[config.mk]
export PLATFORM = sky130hd
export DESIGN_NAME = jtbubl_snd_comm
export DESIGN_NICKNAME = d
export VERILOG_FILES = /design/src/rtl/jtbubl_snd_rstgen.sv /design/src/rtl/jtbubl_snd_comm.sv
export SDC_FILE = /design/constraint.sdc
export NUM_CORES = 1
export LEC_CHECK = 0
export ABC_AREA = 1
export BUFFER_PORTS_ARGS = -buffer_cell sky130_fd_sc_hd__buf_2
export CAP_MARGIN = 20
export CORE_MARGIN = 3
export CORE_UTILIZATION = 46
export DETAILED_ROUTE_END_ITERATION = 10
export PLACE_DENSITY = 0.75
export SKIP_LAST_GASP = 1
export SYNTH_ARGS = -nofsm -noshare
export SYNTH_HDL_FRONTEND = slang
export SYNTH_SLANG_ARGS = --single-unit
[constraint.sdc]
create_clock -name clk -period 1.2 [get_ports clk]
set_input_delay 0.12 -clock clk [delete_from_list [all_inputs] [get_ports clk]]
set_output_delay 0.12 -clock clk [all_outputs]
set_load 0.05 [all_outputs]
[src/rtl/jtbubl_snd_rstgen.sv]
// Sound CPU reset generator: holds snd_rstn low while main requests it, then
// for RST_LEN further sound clock enables before releasing.
module jtbubl_snd_rstgen #(
  parameter int RST_LEN = 16
) (
  input  logic clk,
  input  logic rst_n,
  input  logic snd_cen_i,
  input  logic req_i,
  input  logic req_val_i,
  output logic snd_rstn_o
);

  localparam int CW = $clog2(RST_LEN) + 1;
  localparam logic [CW-1:0] RST_INIT = CW'(RST_LEN);

  logic [CW-1:0] cnt_q, cnt_d;
  logic          hold_q, hold_d;
  logic          rstn_q, rstn_d;

  always_comb begin
    cnt_d  = cnt_q;
    hold_d = hold_q;
    // The release countdown only runs once the main side has let go
    if (snd_cen_i && !hold_q && cnt_q != '0) cnt_d = cnt_q - CW'(1);
    if (req_i) begin
      hold_d = req_val_i;
      if (req_val_i) cnt_d = RST_INIT;
    end
    rstn_d = !hold_d && (cnt_d == '0);
  end

  always_ff @(posedge clk or negedge rst_n) begin
    if (!rst_n) begin
      cnt_q  <= RST_INIT;
      hold_q <= 1'b0;
      rstn_q <= 1'b0;
    end else begin
      cnt_q  <= cnt_d;
      hold_q <= hold_d;
      rstn_q <= rstn_d;
    end
  end

  assign snd_rstn_o = rstn_q;

endmodule

[src/rtl/jtbubl_snd_comm.sv]
// Main<->sound CPU mailbox for JTBUBL: command/reply latches, pending flags,
// NMI generation towards the sound Z80 and the main-driven sound reset.
module jtbubl_snd_comm #(
  parameter int NMI_LEN = 4,
  parameter int RST_LEN = 16
) (
  input  logic       clk,
  input  logic       rst_n,
  input  logic       main_cen,
  input  logic       snd_cen,
  input  logic       main_we,
  input  logic [7:0] main_din,
  input  logic       main_rd,
  input  logic       main_rstreq,
  input  logic       main_rstval,
  output logic [7:0] main_reply,
  output logic [1:0] main_stat,
  input  logic       snd_rd,
  input  logic       snd_we,
  input  logic [7:0] snd_din,
  input  logic       snd_nmi_en,
  input  logic       snd_nmi_dis,
  output logic [7:0] snd_latch,
  output logic       snd_nmin,
  output logic       snd_rstn
);

  typedef enum logic [1:0] {ST_IDLE, ST_ARMED, ST_ASSERT, ST_HOLD} nmi_st_e;

  localparam logic [3:0] NMI_INIT = 4'(NMI_LEN);

  nmi_st_e    st_q, st_d;
  logic [3:0] ncnt_q, ncnt_d;
  logic       req_q, req_d;
  logic [7:0] cmd_q, cmd_d;
  logic [7:0] reply_q, reply_d;
  logic       cmd_pend_q, cmd_pend_d;
  logic       reply_pend_q, reply_pend_d;
  logic       nmi_en_q, nmi_en_d;

  logic main_wr, main_ack, rst_set, snd_act;

  assign main_wr  = main_we & main_cen;
  assign main_ack = main_rd & main_cen;
  assign rst_set  = main_rstreq & main_cen & main_rstval;
  // Sound-side strobes are dead while the sound CPU is held in reset
  assign snd_act  = snd_cen & snd_rstn;

  jtbubl_snd_rstgen #(.RST_LEN(RST_LEN)) u_rstgen (
    .clk        (clk),
    .rst_n      (rst_n),
    .snd_cen_i  (snd_cen),
    .req_i      (main_rstreq & main_cen),
    .req_val_i  (main_rstval),
    .snd_rstn_o (snd_rstn)
  );

  always_comb begin
    st_d   = st_q;
    ncnt_d = ncnt_q;
    req_d  = req_q | main_wr;
    if (snd_cen) begin
      case (st_q)
        ST_IDLE: begin
          if (req_d) begin
            st_d  = ST_ARMED;
            req_d = 1'b0;
          end
        end
        ST_ARMED: begin
          req_d = 1'b0;
          if (nmi_en_q) begin
            st_d   = ST_ASSERT;
            ncnt_d = NMI_INIT;
          end
        end
        ST_ASSERT: begin
          if (ncnt_q != 4'd0) ncnt_d = ncnt_q - 4'd1;
          if (ncnt_q <= 4'd1) st_d = ST_HOLD;
        end
        ST_HOLD: begin
          st_d  = req_d ? ST_ARMED : ST_IDLE;
          req_d = 1'b0;
        end
        default: st_d = ST_IDLE;
      endcase
    end else if (st_q == ST_ARMED) begin
      // An armed NMI already covers any newer command; only the data changes
      req_d = 1'b0;
    end
    if (rst_set) begin
      st_d   = ST_IDLE;
      ncnt_d = 4'd0;
      req_d  = main_wr;
    end
  end

  always_comb begin
    cmd_d        = main_wr ? main_din : cmd_q;
    reply_d      = (snd_we & snd_act) ? snd_din : reply_q;

    cmd_pend_d   = cmd_pend_q;
    if (snd_rd & snd_act) cmd_pend_d = 1'b0;
    if (rst_set)          cmd_pend_d = 1'b0;
    if (main_wr)          cmd_pend_d = 1'b1;

    reply_pend_d = reply_pend_q;
    if (main_ack)         reply_pend_d = 1'b0;
    if (snd_we & snd_act) reply_pend_d = 1'b1;

    nmi_en_d     = nmi_en_q;
    if (snd_act) begin
      if (snd_nmi_en)  nmi_en_d = 1'b1;
      if (snd_nmi_dis) nmi_en_d = 1'b0;
    end
    if (rst_set) nmi_en_d = 1'b0;
  end

  always_ff @(posedge clk or negedge rst_n) begin
    if (!rst_n) begin
      st_q         <= ST_IDLE;
      ncnt_q       <= 4'd0;
      req_q        <= 1'b0;
      cmd_q        <= 8'd0;
      reply_q      <= 8'd0;
      cmd_pend_q   <= 1'b0;
      reply_pend_q <= 1'b0;
      nmi_en_q     <= 1'b0;
    end else begin
      st_q         <= st_d;
      ncnt_q       <= ncnt_d;
      req_q        <= req_d;
      cmd_q        <= cmd_d;
      reply_q      <= reply_d;
      cmd_pend_q   <= cmd_pend_d;
      reply_pend_q <= reply_pend_d;
      nmi_en_q     <= nmi_en_d;
    end
  end

  assign snd_latch  = cmd_q;
  assign main_reply = reply_q;
  assign main_stat  = {reply_pend_q, cmd_pend_q};
  assign snd_nmin   = (st_q != ST_ASSERT);

endmodule
==> run metrics <==
slowest cell delay on critical path approximately 0.40 ns; number of H-tree branching levels 2; DRC violation count after routing 0; via count of the first global-routing pass about 1600; number of maximum-capacitance constraint violations 0; vertical die dimension between 60 and 70 µm; cell types occupying the most area after synthesis sky130_fd_sc_hd__dfrtp_1 48%, sky130_fd_sc_hd__nand2_1 15%, sky130_fd_sc_hd__nand3_1 6.3%, sky130_fd_sc_hd__ha_1 6.0%, sky130_fd_sc_hd__mux2_2 5.4%; filler-free cell count of the finished design around 340; global placement routability congestion 0.771; share of final-layout standard cells stronger than drive strength 1 0.495; placed insts about 300; register area share after synthesis 0.495; register clock-pin slew on the reported worst setup and hold paths ~0.10 ns; violations in the final reports negative setup slack; DP Wirelength between 2000 and 3000 µm; routed wire length around 4300 µm; most common library cell in the layout ignoring fill and taps sky130_fd_sc_hd__nand2_1; CP Data Required Time about 1.1 ns; leakage component of the power between 0.001 and 0.0015 µW; maximum number of pins on one net before global-route repair 34; cells after synthesis between 150 and 200; Pins Over Slew Limit 0; die width 66.3 µm; run status finished with violations; number of CTS-inserted buffers 5; class of the most critical setup path reg -> out; antenna violations before repair 0; Worst Clk Skew between 0.01 and 0.015 ns; final setup margin -0.219 ns; post-synthesis average cell area 8.79 µm²; final clock period utilization by the worst path 1.18; first-iteration detailed-routing DRC count 52; TritonCTS clock tree done; number of warnings issued by yosys 0; number of nets in the layout 326; total congestion overflow 0; first-pass GRT wire length between 7000 and 8000 µm; floorplan core area roughly 0.0034 mm²; portion of synthesized cell area occupied by the leading cell type 0.479; port buffer count 47; cell type with the largest total area after synthesis sky130_fd_sc_hd__dfrtp_1; all-layer global routing usage 0.214; Bufs on Longest Clock Path 2; setup slack of the worst register-to-register path -0.20 ns; fmax 705 MHz; average vias per placed instance 4.76; worst voltage drop across the vdd grid between 1.5 and 2 mV; final hold viol count 0; post-synthesis to final-layout area growth 56.7%; Post-Route Hold Slack 0.0125 ns; post-route design area between 0.002 and 0.003 mm²; antenna violation net count after detailed routing 0; WP data arrival between 1 and 1.5 ns; unrepaired setup endpoints after global routing yes; worst slack at placement -0.195 ns; area enclosed by the die boundary 0.00439 mm²; crit-path cells inv_2 -> ha_4 -> clkinvlp_4 -> buf_6 -> buf_8; placed cell area ~0.0022 mm²; netlist area before placement ~0.0017 mm²; final number of setup-violating endpoints 9; critical path's slowest cell sky130_fd_sc_hd__dfrtp_1; clk sink count 33; antenna cell count 0; Initial Util 0.489; Critical Path Start Type flip-flop; Power per Cell Area ~2400 mW/mm²; min cycle time layout approximately 1.4 ns; max_slew headroom 0.711; number of fill cells around 210; worst-path fanout max 2; worst min path class in -> reg; 1st-pass router iterations 4; setup_tns -1.37 ns; net count after synthesis around 230; Top-Level Pins 48; Worst setup EP type output pin; via count about 1600; post-synthesis cell type count 25; CTS root buf sky130_fd_sc_hd__clkbuf_4; per-cell routed wire length about 13 µm; clock insertion delay at the later pin of the skew report 0.34 ns; slew at the pin with the worst max-slew slack approximately 0.43 ns; standard-cell row count 21; leading cell types in the layout, fill and taps excluded 57 x sky130_fd_sc_hd__nand2_1, 46 x sky130_fd_sc_hd__buf_2, 33 x sky130_fd_sc_hd__buf_4; register bit total from synthesis 33
## final timing paths
kind	startpoint	to	depth (start not counted)
worst max register to register	st_q[0]	st_q[0]	9
worst max-delay path	st_q[0]	snd_nmin	5
worst min register to register	snd_latch[4]	snd_latch[4]	2
worst min-delay path	snd_din[6]	main_reply[6]	2
max in group asynchronous	rst_n	u_rstgen.cnt_q[4]	3
min in group asynchronous	rst_n	ncnt_q[2]	3
## what timing repair did
action / CTS / global route
setup buffers: 5 / 3
hold endpoints to repair: 48 / 0
hold buffers: 16 / 0
gates resized for setup: 20 / 21
pin swaps: 6 / 5
endpoints found under the setup margin: 12 / 13
## state kept, by name, indices dropped and copies added (netlist names), 2 cells and up
register        count
main_reply          8
ncnt_q              4
snd_latch           8
u_rstgen.cnt_q      5
st_q                2
## where the power goes
group / switching (µW) / total [µW] / internal [µW]
Clock: 386 / 883 / 497
Sequential: 259 / 1750 / 1490
Combinational: 1990 / 3530 / 1540
## stage by stage
step                      utilization  power (µW)
after floorplan                     -        3640
after global placement          0.639        4560
after detailed placement        0.639        4640
after CTS                       0.739        5890
after global routing            0.766        6600
final                           0.766        6160
## per-layer routing
metal	global-route usage	up-vias	part of all wire
met3	0.0731	6	0.058
met2	0.362	52	0.52
li1	-	805	-
met5	0	-	0
met4	0.0660	0	0.013
met1	0.255	741	0.41
## synthesized netlist by cell type
cell type	instances
sky130_fd_sc_hd__inv_1	17
sky130_fd_sc_hd__dfstp_2	1
sky130_fd_sc_hd__nand3b_1	1
sky130_fd_sc_hd__nor3_1	2
sky130_fd_sc_hd__nor2_2	1
sky130_fd_sc_hd__a21oi_1	4
sky130_fd_sc_hd__dfrtp_1	32
sky130_fd_sc_hd__nand3_1	21
sky130_fd_sc_hd__ha_1	8
sky130_fd_sc_hd__mux2_2	8
sky130_fd_sc_hd__inv_2	3
sky130_fd_sc_hd__nand2_1	65
sky130_fd_sc_hd__o21ai_1	2
sky130_fd_sc_hd__nand2_4	1
sky130_fd_sc_hd__nand3_2	3
sky130_fd_sc_hd__buf_2	1
sky130_fd_sc_hd__xnor2_1	2
sky130_fd_sc_hd__a31oi_1	1
sky130_fd_sc_hd__nor2_8	1
sky130_fd_sc_hd__o21ai_2	1
sky130_fd_sc_hd__buf_4	3
sky130_fd_sc_hd__nor2_1	5
sky130_fd_sc_hd__o21ai_0	5
sky130_fd_sc_hd__clkbuf_1	1
sky130_fd_sc_hd__nand4_1	1
## layout make-up
type,count,area (µm²),area share
repair buffers,98,684,0.261
clock inverters,1,30.0,0.0115
inverters,20,81.3,0.0311
flip-flops and latches,33,831,0.317
multi-input cells,132,878,0.336
clock buffers,7,55.1,0.0210
well taps,46,57.6,0.0220
## critical path: cells and delay by family, from the launching register on
kind | cells | cell delay [ns]
DFF | 1 | 0.40
buffers and inverters | 4 | 0.42
adders and majority gates | 1 | 0.14
## kinds of logic (layout without fill, tap and decap cells)
family                   count (synthesis)  after routing  share of synthesized area
flip-flops                              33             33                      0.495
XOR/XNOR                                 2              2                     0.0105
AO/OA/AOI/OAI                           13             13                     0.0419
AND/OR/NAND/NOR                        101            101                      0.275
buffers and inverters                   25            126                     0.0637
multiplexers                             8              8                     0.0539
adder cells (fa/ha/maj)                  8              8                     0.0599
No activity file was read; power rests on OpenSTA's default activity.
